--- config.mk ---
export PLATFORM = sky130hd
export DESIGN_NAME = i2c_arbiter
export DESIGN_NICKNAME = d
export VERILOG_FILES = /design/src/rtl/i2c_arbiter.sv
export SDC_FILE = /design/constraint.sdc
export NUM_CORES = 1
export LEC_CHECK = 0
export ABC_AREA = 1
export CORE_UTILIZATION = 30
export DETAILED_ROUTE_END_ITERATION = 8
export GPL_TIMING_DRIVEN = 0
export HOLD_SLACK_MARGIN = 0.1
export RECOVER_POWER = 100
export SETUP_SLACK_MARGIN = 0.2
export SYNTH_ARGS = -nofsm -noshare
export SYNTH_HDL_FRONTEND = slang
export SYNTH_SLANG_ARGS = --single-unit
--- constraint.sdc ---
create_clock -name clock_100Khz -period 5.6 [get_ports clock_100Khz]
set_input_delay 1.12 -clock clock_100Khz [delete_from_list [all_inputs] [get_ports clock_100Khz]]
set_output_delay 1.12 -clock clock_100Khz [all_outputs]
set_load 0.01 [all_outputs]
--- src/rtl/i2c_arbiter.sv ---
// Round-robin arbiter that shares one i2c master engine among NUM_REQ requesters.
// Define I2C_ARB_TIMEOUT_EN to abort transactions that stay BUSY for TIMEOUT_CYCLES.
module i2c_arbiter #(
  parameter int NUM_REQ        = 4,
  parameter int TIMEOUT_CYCLES = 2000
) (
  input  logic                 clock_100Khz,
  input  logic                 i_reset,
  input  logic [NUM_REQ-1:0]   i_req,
  input  logic [NUM_REQ-1:0]   i_wr_en,
  input  logic [7*NUM_REQ-1:0] i_addr_ic,
  input  logic [8*NUM_REQ-1:0] i_addr_reg,
  input  logic [8*NUM_REQ-1:0] i_data_wr,
  output logic [NUM_REQ-1:0]   o_grant,
  output logic [NUM_REQ-1:0]   o_done,
  output logic [NUM_REQ-1:0]   o_err,
  output logic [7:0]           o_data_read,
  output logic [6:0]           o_addr_ic,
  output logic [7:0]           o_addr_reg,
  output logic [7:0]           o_data_wr,
  output logic                 o_wr_en,
  output logic                 o_en_I2C,
  input  logic                 i_flag_w,
  input  logic                 i_flag_r,
  input  logic [7:0]           i_data_read
);

  localparam int PTR_W = $clog2(NUM_REQ);

  if (NUM_REQ < 2 || NUM_REQ > 8 || TIMEOUT_CYCLES < 2) begin : g_param_check
    $error("i2c_arbiter: NUM_REQ must be 2..8 and TIMEOUT_CYCLES at least 2");
  end

  typedef enum logic [1:0] {
    ST_IDLE,
    ST_BUSY,
    ST_RELEASE
  } state_t;

  state_t             state, state_next;
  logic [PTR_W-1:0]   ptr;
  logic [PTR_W-1:0]   owner;
  logic [PTR_W-1:0]   ptr_after;
  logic [PTR_W-1:0]   pick_idx;
  logic [PTR_W-1:0]   cand;
  logic [PTR_W:0]     cand_sum;
  logic               pick_valid;
  logic               done_flag;
  logic               tmo_expired;
  logic               do_latch, do_finish, do_abort;
  logic [NUM_REQ-1:0] owner_onehot;

  logic [6:0] req_addr_ic  [NUM_REQ];
  logic [7:0] req_addr_reg [NUM_REQ];
  logic [7:0] req_data_wr  [NUM_REQ];

  for (genvar g = 0; g < NUM_REQ; g++) begin : g_unpack
    assign req_addr_ic[g]  = i_addr_ic[7*g +: 7];
    assign req_addr_reg[g] = i_addr_reg[8*g +: 8];
    assign req_data_wr[g]  = i_data_wr[8*g +: 8];
  end

  // First pending requester at or after the pointer, wrapping modulo NUM_REQ.
  always_comb begin
    // NOTE: every always_comb output gets a default first so no path can infer a latch.
    pick_valid = 1'b0;
    pick_idx   = '0;
    cand_sum   = '0;
    cand       = '0;
    for (int i = 0; i < NUM_REQ; i++) begin
      cand_sum = {1'b0, ptr} + (PTR_W+1)'(i);
      if (cand_sum >= (PTR_W+1)'(NUM_REQ)) cand_sum = cand_sum - (PTR_W+1)'(NUM_REQ);
      cand = cand_sum[PTR_W-1:0];
      if (!pick_valid && i_req[cand]) begin
        pick_valid = 1'b1;
        pick_idx   = cand;
      end
    end
  end

  // Only the flag matching the latched operation ends a transaction.
  assign done_flag    = o_wr_en ? i_flag_w : i_flag_r;
  assign owner_onehot = NUM_REQ'(1) << owner;
  assign ptr_after    = (owner == PTR_W'(NUM_REQ - 1)) ? '0 : owner + 1'b1;

  always_comb begin
    state_next = state;
    do_latch   = 1'b0;
    do_finish  = 1'b0;
    do_abort   = 1'b0;
    unique case (state)
      ST_IDLE: begin
        if (pick_valid) begin
          do_latch   = 1'b1;
          state_next = ST_BUSY;
        end
      end
      ST_BUSY: begin
        if (done_flag) begin
          do_finish  = 1'b1;
          state_next = ST_RELEASE;
        end else if (tmo_expired) begin
          do_abort   = 1'b1;
          state_next = ST_RELEASE;
        end
      end
      ST_RELEASE: begin
        if (!i_flag_w && !i_flag_r) state_next = ST_IDLE;
      end
      default: state_next = ST_IDLE;
    endcase
  end

  // NOTE: sequential state uses non-blocking assignments so every register samples pre-edge values.
  always_ff @(posedge clock_100Khz or posedge i_reset) begin
    if (i_reset) begin
      state       <= ST_IDLE;
      ptr         <= '0;
      owner       <= '0;
      o_grant     <= '0;
      o_done      <= '0;
      o_data_read <= '0;
      o_addr_ic   <= '0;
      o_addr_reg  <= '0;
      o_data_wr   <= '0;
      o_wr_en     <= 1'b0;
      o_en_I2C    <= 1'b0;
    end else begin
      state  <= state_next;
      o_done <= '0;
      if (do_latch) begin
        owner      <= pick_idx;
        o_grant    <= NUM_REQ'(1) << pick_idx;
        o_wr_en    <= i_wr_en[pick_idx];
        o_addr_ic  <= req_addr_ic[pick_idx];
        o_addr_reg <= req_addr_reg[pick_idx];
        o_data_wr  <= req_data_wr[pick_idx];
        o_en_I2C   <= 1'b1;
      end
      if (do_finish || do_abort) begin
        o_en_I2C <= 1'b0;
        o_grant  <= '0;
        o_done   <= owner_onehot;
        ptr      <= ptr_after;
        if (do_abort)      o_data_read <= 8'h00;
        else if (!o_wr_en) o_data_read <= i_data_read;
      end
    end
  end

`ifdef I2C_ARB_TIMEOUT_EN
  localparam int TMO_W = $clog2(TIMEOUT_CYCLES);
  logic [TMO_W-1:0] tmo_cnt;

  assign tmo_expired = (tmo_cnt == TMO_W'(TIMEOUT_CYCLES - 1));

  always_ff @(posedge clock_100Khz or posedge i_reset) begin
    if (i_reset) begin
      tmo_cnt <= '0;
      o_err   <= '0;
    end else begin
      o_err <= '0;
      if (do_latch)                            tmo_cnt <= '0;
      else if (state == ST_BUSY && !tmo_expired) tmo_cnt <= tmo_cnt + 1'b1;
      if (do_abort) o_err <= owner_onehot;
    end
  end
`else
  assign tmo_expired = 1'b0;
  assign o_err       = '0;
`endif

endmodule

# ---- After elaboration in Yosys (flattened, before gate mapping)
# Cells that the tools add are included.
dict set report classes {
  add_sub_neg 8
  magnitude_cmp 10
  n_eq_ne 6
  shift 2
  mux 46
  bitwise_logic 2
  reduce_logical 13
}
# operator count
set ops {}
lappend ops {{binary-select mux 8 bit (select 2 bit)} 2}
lappend ops {{2-to-1 mux 8 bit} 4}
lappend ops {{2-to-1 mux 2 bit} 12}
lappend ops {{2-to-1 mux 1 bit} 16}
lappend ops {{< comparator 2 x 3 -> 1 bit (second input constant)} 5}
lappend ops {{binary-select mux 7 bit (select 2 bit)} 1}
lappend ops {{2-to-1 mux 7 bit} 2}
lappend ops {{greater-or-equal comparator 3 bit (second input constant)} 4}
lappend ops {{2-to-1 mux 4 bit} 3}
lappend ops {{binary-select mux 1 bit (select 2 bit)} 5}
lappend ops {{left shift 1 x 2 -> 4 bit (first input constant)} 2}
lappend ops {{subtractor 2 x 1 -> 2 bit (second input constant)} 4}
lappend ops {{adder 2 x 2 -> 3 bit (second input constant)} 2}
lappend ops {{inequality test 2 bit (second input constant)} 3}
lappend ops {{case mux 2 bit (3 select lines)} 1}
lappend ops {{zero test 1 bit} 5}
lappend ops {{equality test 2 bit (second input constant)} 2}
lappend ops {{logical AND 1 bit} 4}
lappend ops {{adder 2 x 1 -> 3 bit (second input constant)} 1}
lappend ops {{greater-or-equal comparator 2 x 3 -> 1 bit (second input constant)} 1}
lappend ops {{inverter 2 -> 3 bit} 1}
lappend ops {{AND reduction 3 bit} 1}
lappend ops {{adder 2 x 1 -> 2 bit (second input constant)} 1}
lappend ops {{equality test 2 x 1 -> 1 bit (second input constant)} 1}
lappend ops {{other kinds (4)} 4}
dict set report word_totals {
  reg_bits 47
  input_bits 112
  elab_cells 98
}

# ---- Logic depth before layout (Yosys ltp)
# Gate-level depths: netlist of run 1.
dict set report logic_depth {
  ltp_word 18
  depth_mapped 17
}

# ---- Least setup slack after synthesis of run 1
# OpenSTA, ideal clock, no wires.
dict set report synth_timing {
  path_kind {input -> register}
  from {in i_req[3]}
  to {reg o_addr_reg[6]}
  setup_time_ps 117
  arrival_ps 2271
  required_time_ps 5483
  setup_slack_ps 3212
  stages 16
  path_buffers 2
  cell_sequence {inv_1 -> nand2_1 -> nand3_1 -> nand2_2 -> nor2_4 -> nand3_2 -> nand2_2 -> nand2_2 -> buf_6 -> buf_6 -> nand2_1 -> nand2_1 -> nand2_1 -> nand2_1 -> nand2_1 -> nand2_1}
}
dict set report synth_via {
  elab_chain_cells 16
  word_cells_on_any_way 28
  cone_classes {mux: 21; bitwise: 1; reduce/logical: 6}
}
# element line_no
set synth_rtl {}
lappend synth_rtl {{from (decl)} 9} ;# input logic [NUM_REQ-1:0] i_req,
lappend synth_rtl {{binary-select mux 1 bit (select 2 bit)} 74} ;# if (!pick_valid && i_req[cand]) begin
lappend synth_rtl {{2-to-1 mux 1 bit (not written as such)} 74}
lappend synth_rtl {{2-to-1 mux 1 bit} 74}
lappend synth_rtl {{zero test 1 bit} 74}
lappend synth_rtl {{logical AND 1 bit} 74}
lappend synth_rtl {{2-to-1 mux 1 bit} 74}
lappend synth_rtl {{zero test 1 bit} 74}
lappend synth_rtl {{logical AND 1 bit} 74}
lappend synth_rtl {{2-to-1 mux 1 bit} 74}
lappend synth_rtl {{zero test 1 bit} 74}
lappend synth_rtl {{logical AND 1 bit} 74}
lappend synth_rtl {{2-to-1 mux 2 bit} 74}
lappend synth_rtl {{inverter 2 -> 3 bit (not written as such)} 136} ;# o_addr_reg <= req_addr_reg[pick_idx];
lappend synth_rtl {{binary-select mux 8 bit (select 2 bit)} 136}
lappend synth_rtl {{2-to-1 mux 8 bit (not written as such) (2 in series)} 136}
lappend synth_rtl {{to (signal assigned)} 136}
lappend synth_rtl {{to (decl)} 19} ;# output logic [7:0] o_addr_reg,
# Parallel ways exist; a longest one is shown, timed or not. The select of a mux whose other input is x is not followed.
# A chain may end at the register's enable or synchronous reset.

# ---- Worst setup path after layout of run 1
dict set report layout_timing {
  from {in i_req[3]}
  to {reg o_addr_ic[3]}
}
dict set report layout_via {
  elab_chain_cells 16
  word_cells_on_any_way 28
  cone_classes {mux: 21; bitwise: 1; reduce/logical: 6}
}
# element line_no
set layout_rtl {}
lappend layout_rtl {{binary-select mux 1 bit (select 2 bit)} 74}
lappend layout_rtl {{2-to-1 mux 1 bit (not written as such)} 74}
lappend layout_rtl {{2-to-1 mux 1 bit} 74}
lappend layout_rtl {{zero test 1 bit} 74}
lappend layout_rtl {{logical AND 1 bit} 74}
lappend layout_rtl {{2-to-1 mux 1 bit} 74}
lappend layout_rtl {{zero test 1 bit} 74}
lappend layout_rtl {{logical AND 1 bit} 74}
lappend layout_rtl {{2-to-1 mux 1 bit} 74}
lappend layout_rtl {{zero test 1 bit} 74}
lappend layout_rtl {{logical AND 1 bit} 74}
lappend layout_rtl {{2-to-1 mux 2 bit} 74}
lappend layout_rtl {{inverter 2 -> 3 bit (not written as such)} 135} ;# o_addr_ic <= req_addr_ic[pick_idx];
lappend layout_rtl {{binary-select mux 7 bit (select 2 bit)} 135}
lappend layout_rtl {{2-to-1 mux 7 bit (not written as such) (2 in series)} 135}
lappend layout_rtl {{to (signal assigned)} 135}
lappend layout_rtl {{to (decl)} 18} ;# output logic [6:0] o_addr_ic,
# Parallel ways exist; a longest one is shown, timed or not. The select of a mux whose other input is x is not followed.

==> metrics.yaml, run 1 <==
rsz0062_at_grt: "no"
setup_violations: 0
grt_usage_pct: 19.7
cts_setup_buffers: 0
min_path_type: "register to register"
final_cell_area_sq_mm: 0.00491
port_buffers: 152
intPower_mw: 1.48
sequentialPowerShare_pct: 18.8
clkLatencyLatePin_ps: 300
grt_pass1_wl_um: 17300
failed_checks: "max-capacitance violations, max-slew violations"
grt_start_max_net_pins: 35
multi_input_area_sq_mm: 0.00166
finClkSkew_ps: 9.57
dr.pass1.iters: 4
hold_buffers: 0
core_area_sq_mm: 0.00991
place.gp.congestion: 0.875
timing.final.crit_share_pct: 63.9
clkSinkCount: 47
fmax_mhz: 279
drc: 0
finalSetupTns_ps: 0
p_switching_mw: 1.58
ys_seq_elements: 47
seqCellArea_sq_mm: 0.00118
cts_root_buf: "clkbuf_8"
yosys_warnings: 0
num_rows: 36
p_comb_share_pct: 72.8
drtIter0Drc: 132
syn-mean-instance-area_sq_um: 6.48
total_power_mw: 3.07
start_kind: "primary input"
yosysUniqueCellTypes: 24
relSlewSlack_pct: -29.7
switching_share_pct: 51.6
tightest_slew_ps: 1950
io_pins: 157
netlist_area_sq_mm: 0.00312
drive_above_1_share_pct: 6.35
crit_type: "primary input to register"
clk_path_buf_depth: 2
dieWidth_um: 104
worstSetupEndpointType: "register"
syn_to_final_growth_pct: 57.3
drv_slew: 35
hold_path_depth: 2
power_density_mw_per_mm2: 625
critical_path.max_fanout: 10
top_usage_layer: "met2"
drt.antenna.violating_nets: 0
die-area_sq_mm: 0.0108
dpl-instance-area_sq_mm: 0.00484
dp_hpwl_um: 8040
hold_viol: 0
postCtsResizedCells: 0
rr_worst_depth: 16
status: "complete, but fails checks"
cts_tree: "yes"
met3_usage_pct: 5.83
numCtsBuffers: 5
num_antenna_cells: 0
fill_cells: 1031
antenna_found_initial: 0
cap_violations: 1
share_clk_of_total_power_pct: 8.4
grt.overflow.total: 0
start_util_pct: 31.5
htreeDepth: 2
worstPathArrival_ps: 3820
p_leak_nw: 2.60
hold_ws_ps: 479
wl_per_cell_um: 13.1
period_needed_ps: 3580
peakVddDrop_v: 0.000444
die_h_um: 104
crit_required_ps: 5850
grt_pass1_vias: 3597
gr-usage-met2_pct: 34.8
synthCells: 482
vias: 3515
viasPerCell: 4.51
fin_nets: 761
ys_seq_area_share_pct: 37.7
grt_util_met1_pct: 23.3
clk_pin_slew_worst_paths_ps: 100
routed_wl_um: 10200
cell usage in the layout, fill, tap and decap left out, types with 4 or more instances in the layout:
| cell | synthesis | final |
|---|---|---|
| buf_2 | 9 | 6 |
| buf_4 | 11 | 8 |
| buf_6 | 4 | 4 |
| clkbuf_1 | 5 | 12 |
| clkbuf_8 | 0 | 5 |
| clkdlybuf4s50_1 | 0 | 108 |
| conb_1 | 1 | 4 |
| dfrtp_1 | 47 | 47 |
| dlygate4sd3_1 | 0 | 44 |
| ha_1 | 4 | 4 |
| inv_1 | 18 | 18 |
| inv_2 | 4 | 4 |
| mux2_2 | 8 | 8 |
| nand2_1 | 280 | 283 |
| nand3_1 | 59 | 59 |
| nor2_1 | 10 | 11 |
| o21ai_0 | 4 | 6 |
synthesized netlist by cell type, drive strengths merged:
master  count  share of area [%]
a21oi       2               0.32
buf        25                5.7
clkbuf      5               0.60
conb        1               0.12
dfrtp      47                 38
ha          4                1.6
inv        22                2.6
mux2        8                2.9
nand2     284                 34
nand3      60                9.8
nand3b      1               0.24
nor2       12                1.9
o211ai      1               0.24
o21a        1               0.24
o21ai       7                1.1
o31ai       2               0.48
worst paths after layout:
path                                     from            end  slack [ps]
worst max-delay path                 i_req[3]   o_addr_ic[3]        2020
min in group asynchronous             i_reset  o_addr_reg[5]        1260
worst min register to register  o_addr_reg[6]  o_addr_reg[6]         480
worst max register to register         ptr[0]   o_addr_ic[3]        2900
max in group asynchronous             i_reset  o_addr_reg[3]        2160
worst min-delay path            o_addr_reg[6]  o_addr_reg[6]         480
metal layers:
metal	part of all wire [%]	vias to the layer above
met3	8.1	14
li1	-	1814
met2	47	140
met4	1.5	0
met5	0	-
met1	43	1547
cell type report:
cell class              instances  share of cell area (%)
flip-flops and latches         47                    23.9
multi-input cells             386                    33.9
repair buffers                153                    31.1
clock inverters                 3                   0.968
inverters                      22                    1.68
well taps                     133                    3.39
clock buffers                   5                    1.40
plain buffers                  30                    3.67
per-stage QoR:
step           cells  worst slack (ps)  utilization (%)
2_1_floorplan    485              3210                -
3_3_place_gp     770              2380             48.6
3_5_place_dp     771              2410             48.9
4_1_cts          779              2750             50.0
5_1_grt          779              1680             49.6
6_report         779              2020             49.6
cells by family after synthesis:
family                   share of synthesized area [%]
AO/OA/AOI/OAI                                     2.40
adder cells (fa/ha/maj)                           1.60
buffers and inverters                             8.90
flip-flops                                        37.7
multiplexers                                      2.89
other                                            0.120
AND/OR/NAND/NOR                                   46.4
critical path, cell delays in order:
cell and delay [ps]:
dlygate4sd3_1 550, inv_1 80, nand2_1 80, nand3_1 110, nand2_1 90, nor2_1 210, nand3_2 100, nand2_1 160
clkbuf_1 420, clkbuf_1 450, nand3_1 120, nand2_1 110, nand2_1 60, nand2_1 50, nand2_1 50, nand2_1 60
power groups by stage:
stage	combinational (mW)	sequential [mW]	clock, mW
floorplan	1.50	0.639	0
global placement	2.31	0.586	0
detailed placement	2.34	0.588	0
CTS	2.35	0.584	0.267
global route	2.57	0.600	0.279
finish	2.23	0.577	0.257
(Power assumes the default switching activity.)
==> run 2: changes to the inputs <==
- PLACE_DENSITY: unset -> 0.65
- clock period: 5.6 -> 3.2 ns (I/O delays scaled with it)
==> metrics.yaml, run 2 (synthesized netlist as in run 1, its figures left out) <==
slowest_stage: "clkdlybuf4s50_1"
clkSinkCount: 47  # unchanged
final_common_cell: "nand2_1"
numCtsBuffers: 5  # unchanged
power_density_mw_per_mm2: 1090  # +74%
die-area_sq_mm: 0.0108  # unchanged
num_antenna_cells: 0  # unchanged
crit_type: "primary input to register"
critical_path.max_fanout: 10  # unchanged
cts_tree: "yes"
syn_to_final_growth_pct: 58.4
dieWidth_um: 104  # unchanged
port_buffers: 152  # unchanged
worst_path_most_repeated_cell: "nand2_1"
seqCellArea_sq_mm: 0.00118  # unchanged
fmax_mhz: 377
grt.overflow.total: 0  # unchanged
cap_violations: 0  # -1
fin_nets: 761  # unchanged
wl_per_cell_um: 12.8  # -2.4%
hold_viol: 0  # unchanged
cpPeakStageDelay_ps: 480  # -70 ps
grt_pass1_wl_um: 16300  # -5.6%
drtIter0Drc: 90  # -32%
min_path_type: "register to register"
start_util_pct: 31.5  # unchanged
worstSetupEndpointType: "register"
final_cell_area_sq_mm: 0.00494  # +0.69%
grt_start_max_net_pins: 28  # -20%
drc: 0  # unchanged
dp_hpwl_um: 8060  # +0.18%
period_needed_ps: 2660
timing.final.crit_share_pct: 83.0
dpl-instance-area_sq_mm: 0.00484  # unchanged
crit_required_ps: 3450  # -2400 ps
cts_setup_buffers: 0  # unchanged
cts_root_buf: "clkbuf_8"
drv_slew: 0  # -100%
status: "finished, final reports clean"
setup_violations: 0  # unchanged
postCtsResizedCells: 0  # unchanged
viasPerCell: 4.49  # -0.48%
num_rows: 36  # unchanged
pre_cts_slack_ps: 478  # -1930 ps
drt.antenna.violating_nets: 0  # unchanged
clk_pin_slew_worst_paths_ps: 90  # about the same
drive_above_1_share_pct: 7.43  # +1.1 points
setup_slack_ps: 545  # -1480 ps
die_h_um: 104  # unchanged
multi_input_area_sq_mm: 0.00167  # +0.30%
antenna_found_initial: 0  # unchanged
p_leak_nw: 2.62  # +0.82%
worstPathArrival_ps: 2900  # -920 ps
htreeDepth: 2  # unchanged
dr.pass1.iters: 4  # unchanged
peakVddDrop_v: 0.000699  # +58%
cp_cell_sequence: "clkdlybuf4s50_1 -> inv_1 -> nand2_1 -> nand3_1 -> nand2_1 -> nor2_1 -> nand3b_1 -> nand3_1 -> inv_1 -> clkbuf_1 -> buf_2 -> nand2_1 -> nand2_1"
finClkSkew_ps: 5.25  # -4.32 ps
layout_common_cells: "281 x nand2_1, 109 x clkdlybuf4s50_1, 59 x nand3_1"
clkLatencyLatePin_ps: 300  # about the same
core_area_sq_mm: 0.00991  # unchanged
grt_pass1_vias: 3373  # -6.2%
place.gp.congestion: 0.858  # -1.9%
fill_cells: 1024  # -0.68%
start_kind: "primary input"
vias: 3498  # -0.48%
hold_buffers: 0  # unchanged
tightest_slew_ps: 878  # -1070 ps
clk_path_buf_depth: 2  # unchanged
routed_wl_um: 9950  # -2.4%
relSlewSlack_pct: 41.4  # +71 points
finalSetupTns_ps: 0  # unchanged
grt_usage_pct: 18.8  # -0.89 points
rsz0062_at_grt: "no"
io_pins: 157  # unchanged
-- run 2: final timing paths --
| path | start | endpoint | slack [ps] | cells past startpoint |
|---|---|---|---|---|
| worst max register to register | ptr[0] | o_addr_reg[7] | 830 | 12 |
| min in group asynchronous | i_reset | o_done[2] | 960 | 2 |
| worst min-delay path | o_addr_ic[3] | o_addr_ic[3] | 480 | 2 |
| worst min register to register | o_addr_ic[3] | o_addr_ic[3] | 480 | 2 |
| worst max-delay path | i_req[2] | o_addr_reg[7] | 540 | 13 |
| max in group asynchronous | i_reset | o_data_wr[4] | 1610 | 3 |
-- run 2: area by class of cell --
cell class                      count  area share, %
Sequential cell                    47           23.8
Timing Repair Buffer              153           31.2
Buffer                             30           3.92
Inverter                           22           1.67
Tap cell                          133           3.37
Multi-Input combinational cell    386           33.8
Clock buffer                        5           1.39
Clock inverter                      3          0.936
-- run 2: worst max-delay path: cells and delay by family --
family / cells / cell delay [ps]
buffers and inverters: 5 / 1450
AND/OR/NAND/NOR: 8 / 810
-- run 2: power by group --
group          leakage [nW]  internal, mW  total (mW)  switching, mW
clock                0.0548         0.236       0.451          0.215
combinational          1.97          1.53        3.92           2.39
sequential            0.590         0.873        1.02          0.144
total                  2.62          2.64        5.39           2.75
-- run 2: metrics by stage --
step	hold slack [ps]	cells	utilization [%]	total power, mW
4_1_cts	489	779	50.0	5.56
3_5_place_dp	464	771	48.9	5.09
3_3_place_gp	462	770	48.6	5.02
2_1_floorplan	474	485	-	3.74
5_1_grt	501	779	49.9	5.98
6_report	478	779	49.9	5.39
-- run 2: per-layer routing --
| metal | global-route usage [%] | share of wire (%) | vias to the layer above |
|---|---|---|---|
| li1 | - | - | 1809 |
| met1 | 20.8 | 41 | 1543 |
| met2 | 34.8 | 49 | 137 |
| met3 | 6.52 | 9.3 | 9 |
| met4 | 3.67 | 0.83 | 0 |
| met5 | 0 | 0 | - |
